===== config.mk =====
export PLATFORM = sky130hd
export DESIGN_NAME = sseg_scan_decoder
export DESIGN_NICKNAME = d
export VERILOG_FILES = /design/src/rtl/sseg_scan_decoder.sv
export SDC_FILE = /design/constraint.sdc
export NUM_CORES = 1
export LEC_CHECK = 0
export ABC_AREA = 0
export CAP_MARGIN = 20
export CORE_UTILIZATION = 45
export CTS_BUF_LIST = sky130_fd_sc_hd__clkbuf_16
export DETAILED_ROUTE_END_ITERATION = 8
export HOLD_SLACK_MARGIN = 0.03
export PLACE_DENSITY = 0.69
export SLEW_MARGIN = 15
export SYNTH_ARGS = -nofsm -noshare
export SYNTH_HDL_FRONTEND = slang
export SYNTH_SLANG_ARGS = --single-unit

===== constraint.sdc =====
create_clock -name clk -period 2.6 [get_ports clk]
set_input_delay 0.39 -clock clk [delete_from_list [all_inputs] [get_ports clk]]
set_output_delay 0.39 -clock clk [all_outputs]
set_load 0.02 [all_outputs]

===== src/rtl/sseg_scan_decoder.sv =====
// Receive side of the multiplexed 7-segment bus. It samples the scanned anode and segment lines,
// decodes each settled digit back to BCD and publishes complete 4-digit frames with a valid strobe.
module sseg_scan_decoder #(
  parameter int unsigned SETTLE = 4,
  parameter int unsigned STALE  = 1_000_000
) (
  input  logic       clk,
  input  logic       clr_n,
  input  logic [3:0] an,
  input  logic [6:0] sseg,
  input  logic       dp,
  output logic [3:0] d3,
  output logic [3:0] d2,
  output logic [3:0] d1,
  output logic [3:0] d0,
  output logic [3:0] dp_map,
  output logic       frame_valid,
  output logic       seg_err,
  output logic       stale
);

  localparam int unsigned SW = $clog2(SETTLE + 1);
  localparam int unsigned IW = $clog2(STALE + 1);

  typedef enum logic {TRACK, HELD} state_t;

  state_t          state, state_nxt;
  logic [3:0]      an_m, an_s;
  logic [6:0]      sseg_m, sseg_s;
  logic            dp_m, dp_s;
  logic [11:0]     s, s_prev;
  logic            same;
  logic [SW-1:0]   stab_cnt, stab_nxt;
  logic [IW-1:0]   idle_cnt, idle_nxt;
  logic [3:0][3:0] slot, slot_nxt;
  logic [3:0]      slot_dp, slot_dp_nxt;
  logic [3:0]      mask, mask_nxt;
  logic            an_valid;
  logic [1:0]      an_idx;
  logic            capture;
  logic            frame_done;
  logic [3:0]      code;

  function automatic logic [3:0] seg_decode(input logic [6:0] p);
    case (p)
      7'b1000000: seg_decode = 4'h0;
      7'b1111001: seg_decode = 4'h1;
      7'b0100100: seg_decode = 4'h2;
      7'b0110000: seg_decode = 4'h3;
      7'b0011001: seg_decode = 4'h4;
      7'b0010010: seg_decode = 4'h5;
      7'b0000010: seg_decode = 4'h6;
      7'b1111000: seg_decode = 4'h7;
      7'b0000000: seg_decode = 4'h8;
      7'b0010000: seg_decode = 4'h9;
      7'b1111111: seg_decode = 4'hB;
      default:    seg_decode = 4'hE;
    endcase
  endfunction

  // Two-flop synchronizers plus the previous-sample register; idle level is all ones.
  always_ff @(posedge clk or negedge clr_n) begin
    if (!clr_n) begin
      an_m   <= 4'hF;
      an_s   <= 4'hF;
      sseg_m <= 7'h7F;
      sseg_s <= 7'h7F;
      dp_m   <= 1'b1;
      dp_s   <= 1'b1;
      s_prev <= 12'hFFF;
    end else begin
      an_m   <= an;
      an_s   <= an_m;
      sseg_m <= sseg;
      sseg_s <= sseg_m;
      dp_m   <= dp;
      dp_s   <= dp_m;
      s_prev <= s;
    end
  end

  assign s    = {an_s, sseg_s, dp_s};
  assign same = (s == s_prev);
  assign code = seg_decode(sseg_s);

  // Exactly one anode low selects a slot; anything else is a gap in the scan.
  always_comb begin
    an_valid = 1'b1;
    an_idx   = 2'd0;
    case (an_s)
      4'b1110: an_idx = 2'd0;
      4'b1101: an_idx = 2'd1;
      4'b1011: an_idx = 2'd2;
      4'b0111: an_idx = 2'd3;
      default: an_valid = 1'b0;
    endcase
  end

  always_comb begin
    state_nxt = state;
    capture   = 1'b0;
    if (!an_valid) begin
      state_nxt = TRACK;
    end else begin
      case (state)
        TRACK: if (same && (stab_cnt == SW'(SETTLE - 1))) begin
          capture   = 1'b1;
          state_nxt = HELD;
        end
        HELD: if (!same) state_nxt = TRACK;
        default: state_nxt = TRACK;
      endcase
    end
  end

  // Slot/mask update; a frame completing this cycle sees the slot written this cycle.
  always_comb begin
    slot_nxt    = slot;
    slot_dp_nxt = slot_dp;
    mask_nxt    = mask;
    frame_done  = (mask == 4'b1111);
    if (capture) begin
      slot_nxt[an_idx]    = code;
      slot_dp_nxt[an_idx] = ~dp_s;
      mask_nxt[an_idx]    = 1'b1;
    end
    if (frame_done) mask_nxt = capture ? (4'b0001 << an_idx) : 4'b0000;

    if (!same)                      stab_nxt = '0;
    else if (stab_cnt < SW'(SETTLE)) stab_nxt = stab_cnt + SW'(1);
    else                            stab_nxt = stab_cnt;

    if (capture)                    idle_nxt = '0;
    else if (idle_cnt == IW'(STALE)) idle_nxt = idle_cnt;
    else                            idle_nxt = idle_cnt + IW'(1);
  end

  always_ff @(posedge clk or negedge clr_n) begin
    if (!clr_n) begin
      state       <= TRACK;
      stab_cnt    <= '0;
      idle_cnt    <= '0;
      slot        <= '0;
      slot_dp     <= '0;
      mask        <= '0;
      d3          <= 4'h0;
      d2          <= 4'h0;
      d1          <= 4'h0;
      d0          <= 4'h0;
      dp_map      <= 4'h0;
      frame_valid <= 1'b0;
      seg_err     <= 1'b0;
      stale       <= 1'b0;
    end else begin
      state       <= state_nxt;
      stab_cnt    <= stab_nxt;
      idle_cnt    <= idle_nxt;
      slot        <= slot_nxt;
      slot_dp     <= slot_dp_nxt;
      mask        <= mask_nxt;
      frame_valid <= frame_done;
      seg_err     <= capture && (code == 4'hE);
      stale       <= (idle_nxt == IW'(STALE));
      if (frame_done) begin
        d3     <= slot_nxt[3];
        d2     <= slot_nxt[2];
        d1     <= slot_nxt[1];
        d0     <= slot_nxt[0];
        dp_map <= slot_dp_nxt;
      end
    end
  end

endmodule


# ---- Yosys cells after proc, flatten, opt, wreduce, memory -nomap -nowiden
# Cells that the tools add are included.
dict set report word_totals {
  ff_bits 107
  input_bits 14
  output_inout_bits 23
  word_cells 84
}
dict set report classes {
  add_sub_neg 2
  n_lt_le_gt_ge 3
  n_eq_ne 21
  shift 1
  n_mux 24
  bitwise_logic 3
  reduce_logical 6
}
# operator count
set op_table {}
lappend op_table {{case mux 4 bit (11 select lines)} 1}
lappend op_table {{== test 20 bit, second input constant} 2}
lappend op_table {{2-to-1 mux 20 bit} 2}
lappend op_table {{== test 7 bit, second input constant} 4}
lappend op_table {{== test 7 x 5 -> 1 bit, second input constant} 3}
lappend op_table {{adder 20 x 1 -> 20 bit, second input constant} 1}
lappend op_table {{== test 4 bit, second input constant} 5}
lappend op_table {{2-to-1 mux 4 bit} 5}
lappend op_table {{bitwise mux 16 bit} 1}
lappend op_table {{2-to-1 mux 16 bit} 1}
lappend op_table {{== test 7 x 6 -> 1 bit, second input constant} 2}
lappend op_table {{== test 12 bit} 1}
lappend op_table {{demux 4 bit (select 2 bit)} 1}
lappend op_table {{== test 7 x 2 -> 1 bit, second input constant} 1}
lappend op_table {{logical NOT 7 bit} 1}
lappend op_table {{2-to-1 mux 1 bit} 7}
lappend op_table {{2-to-1 mux 3 bit} 2}
lappend op_table {{case mux 2 bit (3 select lines)} 1}
lappend op_table {{bitwise mux 4 bit} 1}
lappend op_table {{== test 4 x 3 -> 1 bit, second input constant} 1}
lappend op_table {{OR 4 bit} 1}
lappend op_table {{OR reduction 4 bit} 1}
lappend op_table {{left shift 1 x 2 -> 4 bit, first input constant} 1}
lappend op_table {{adder 3 x 1 -> 3 bit, second input constant} 1}
lappend op_table {{other kinds (10)} 13}

# ---- Longest topological paths before layout
# Gate-level depths: netlist (run 1).
dict set report depth {
  ltp_word 9
  depth_mapped 8
  mapped_depth_nobuf 8
}

# ---- Least setup slack after synthesis (run 1)
# OpenSTA, ideal clock, no wires.
dict set report synth_timing {
  path_type {flip-flop to flip-flop}
  startpoint {register sseg_s[5]}
  endpoint {register d0[0]}
  setup_ps 125
  t_arrival_ps 2457
  required_time_ps 2475
  path_slack_ps 18
  path_stages_with_launch 9
  path_buffers 2
  synth_period_minus_slack_ps 2582
  cell_sequence {dfstp_2 clkbuf_1 xor2_1 nor4_4 nand3_2 or4_1 buf_4 mux2_4 mux2_2}
}
# element line
set synth_rtl {}
lappend synth_rtl {{start, declared} 29} ;# logic [6:0] sseg_m, sseg_s;
lappend synth_rtl {{start signal, assigned} 75} ;# sseg_s <= sseg_m;
lappend synth_rtl {{end signal, assigned} 168} ;# d0 <= slot_nxt[0];
lappend synth_rtl {{end, declared} 15} ;# output logic [3:0] d0,

==> results of run 1 <==
-- what timing repair did --
action	in CTS	in global routing
endpoints found under the setup margin	3	10
hold endpoints to repair	0	0
gates resized for setup	1	5
pin swaps	0	0
-- placed cells by master (no fill, tap or decap), types with 7 or more instances in the layout --
cell,Yosys,final
buf_4,2,18
mux2_4,18,18
nor3_1,8,7
a21oi_1,7,7
dfstp_2,36,36
mux2_2,13,13
nand3_1,8,8
clkdlybuf4s50_1,0,35
inv_1,10,11
nand4_1,10,10
xor2_1,27,27
clkbuf_16,0,10
nor2_1,34,34
nand2_1,25,25
dfrtp_1,71,71
xnor2_1,8,8
-- metal layers --
layer  GRT usage  vias to the layer above  wire [microns]
met2       0.256                       51            3620
met5           0                        -               0
li1            -                     1386               -
met4      0.0693                        0             129
met3      0.0383                       15             323
met1       0.249                     1402            4090
-- cell families (layout without fill, tap and decap cells) --
kind of cell	count (synthesis)	after routing
AND/OR/NAND/NOR	129	129
flip-flops	107	107
multiplexers	38	38
XOR/XNOR	35	35
AO/OA/AOI/OAI	30	30
buffers and inverters	27	81
adder cells (fa/ha/maj)	4	4
-- area by class of cell --
| class | instances | area share |
|---|---|---|
| sequential | 107 | 0.492 |
| clock inverter | 6 | 0.0115 |
| timing repair buffer | 54 | 0.0913 |
| clock buffer | 10 | 0.0452 |
| multi-input combinational | 236 | 0.323 |
| tap | 133 | 0.0300 |
| inverter | 11 | 0.00745 |
-- sequential cells by signal, indices dropped and copies added, names as in the netlist --
name	count
idle_cnt	20
slot	16
s_prev	12
sseg_m	7
sseg_s	7
an_m	4
an_s	4
d0	4
d1	4
d2	4
d3	4
dp_map	4
mask	4
slot_dp	4
stab_cnt	3
dp_m	1
dp_s	1
frame_valid	1
seg_err	1
stale	1
state	1
-- worst paths after layout --
check | startpoint | endpoint | slack, ns | cells past startpoint
max | an_s[2] | d1[2] | 0.12 | 6
min | clr_n | d0[1] | 0.03 | 1
max reg2reg | an_s[2] | d1[2] | 0.12 | 6
min reg2reg | sseg_m[4] | sseg_s[4] | 0.35 | 0
max in group asynchronous | clr_n | dp_map[0] | 1.87 | 2
min in group clk | sseg_m[4] | sseg_s[4] | 0.35 | 0
-- stage by stage --
stage	instance area (sq um)	hold slack [ns]	setup WS [ns]
2_1_floorplan	4610	0.0944	0.0183
3_3_place_gp	5210	0.346	0.0912
3_5_place_dp	5210	0.347	0.0000220
4_1_cts	5520	0.0367	0.00231
5_1_grt	5540	0.0707	0.0120
6_report	5540	0.0325	0.122
-- power by group --
group / total, mW / switching [mW] / internal [mW] / leakage, nW
clock: 1.39 / 0.589 / 0.805 / 0.155
combinational: 0.127 / 0.0773 / 0.0502 / 1.02
sequential: 1.73 / 0.0188 / 1.72 / 1.36
==> results.md, run 1 <==
* Outcome: finished clean
* Count leader, synth: dfrtp_1
* Cell taking the most area after synthesis: dfrtp_1
* Leak at 2.54 nW
* Starting DRT DRC Count at 69
* Clock Sinks at 107
* Adder-cell area share of the yosys netlist at 0.0109
* Post-synth EDFFs at 0
* Synth Area in XOR/XNOR at 0.0665
* Buf+Inv Stages, Crit Path at 0
* Setup TNS at 0 ns
* Compound-Gate Fraction of Synth Area at 0.0421
* Post-Syn Area at 4610 sq um
* Hold-fix buffers, CTS at 0
* Dpl cells at 541
* Initial Util at 0.467
* Minimum clock period at 2.48 ns
* Area of the multi-input gates at 1790 sq um
* Top-area cell type share of the netlist area at 0.385
* Max Fclk at 0.404 GHz
* Unrepaired setup endpoints after global routing: false
* Tightest Pin Transition at 0.610 ns
* Yosys warns at 0
* Critical Path AT at 2.71 ns
* Gr usage total at 0.173
* CTS max path bufs at 2
* Vias in the first global route at 2716
* Syn_nets at 388
* Crit start category: register
* Async S/R FF share, synth at 1.00
* Core footprint at 9860 sq um
* Post-DRT Antenna Nets at 0
* CP top delay family: simple AND/OR/NAND/NOR gates
* DPL Wire Length at 5680 microns
* Most used cell, CP: mux2_4
* Final max-slew violation count at 0
* Clock-pin slew on the worst setup and hold paths at 0.07 ns
* I/O pin cnt at 37
* Final non-filler cell total at 557
* Drt first pass iters at 4
* Htree depth at 3
* Required @ worst endpoint at 2.83 ns
* CTS tree: done
* Sequential area share after synthesis at 0.591
* Hold Vio Cnt, Final at 0
* Die height at 103 microns
* Largest net degree at the start of global routing at 45
* Commonest cells in the netlist: dfrtp_1, dfstp_2, nor2_1
* Crit path kind: reg -> reg
* Synthesized area per cell at 12.5 sq um
* Initial antenna violation count at 0
* Die Wd at 103 microns
* Power after layout at 3.26 mW
* Final period utilization at 0.953
* Layout Nets at 437
* Critical Path Fanout Max at 5
* Min-delay worst type: in -> async
* Final setup viols at 0
* WL final at 8160 microns
* Peak VDD IR at 0.317 mV
* Routed wire per std cell at 14.6 microns
* CTS buffer count at 9
* Simple logic cell fraction of the synthesized area at 0.158
* Final global-route overflow total at 0
* Filler Cell Count at 814
* Yosys reg bits at 107
* Multiplexer area fraction after synthesis at 0.106
* Slowest library cell on the worst path: or4_4
* Yosys cell types at 53
* Flip-flop and latch area at 2720 sq um
* Area contributors post-synth: dfrtp_1, dfstp_2, mux2_4
* Max-cap violation count at 0
* Number of diodes at 0
* Setup Fix Bufs, Post-CTS at 0
* Post-Synthesis Cells at 370
* Routability cong. at 0.871
* Vias per inst at 5.12
* Layout cells sized above 1 at 0.267
* Final Util at 0.562
* Ys flop type: dfrtp_1
* PwrDens at 588 nW/um^2
* Main combinational cell family by area after synthesis: simple AND/OR/NAND/NOR gates
* Clk_lat worst skew at 0.34 ns
* Via count at 2854
* First-pass GRT wire length at 13800 microns
* Die area at 10700 sq um
* Worst path cell trace: xor2_1 > nor4_4 > nand3_2 > or4_4 > mux2_4 > mux2_4
* Setup Skew at 0.00788 ns
* Worst slew margin at 0.592
* DRC Markers at 0
* Row cnt at 36
* Input/output buffers at 36
* Clk root buf: clkbuf_16
* Area Growth Syn to Fin at 20.2%
* CP peak stage delay at 0.61 ns
* CP Capture Type: register
(Power assumes the default switching activity.)
==> run 2, diff against run 1 <==
--- a/config.mk
+++ b/config.mk
@@ -6,6 +6,7 @@
 export NUM_CORES = 1
 export LEC_CHECK = 0
 export ABC_AREA = 0
+export ABC_CLOCK_PERIOD_IN_PS = 2600
 export CAP_MARGIN = 20
 export CORE_UTILIZATION = 45
 export CTS_BUF_LIST = sky130_fd_sc_hd__clkbuf_16
==> results of run 2 <==
No change in the layout: final DEF, timing and power equal those of run 1.
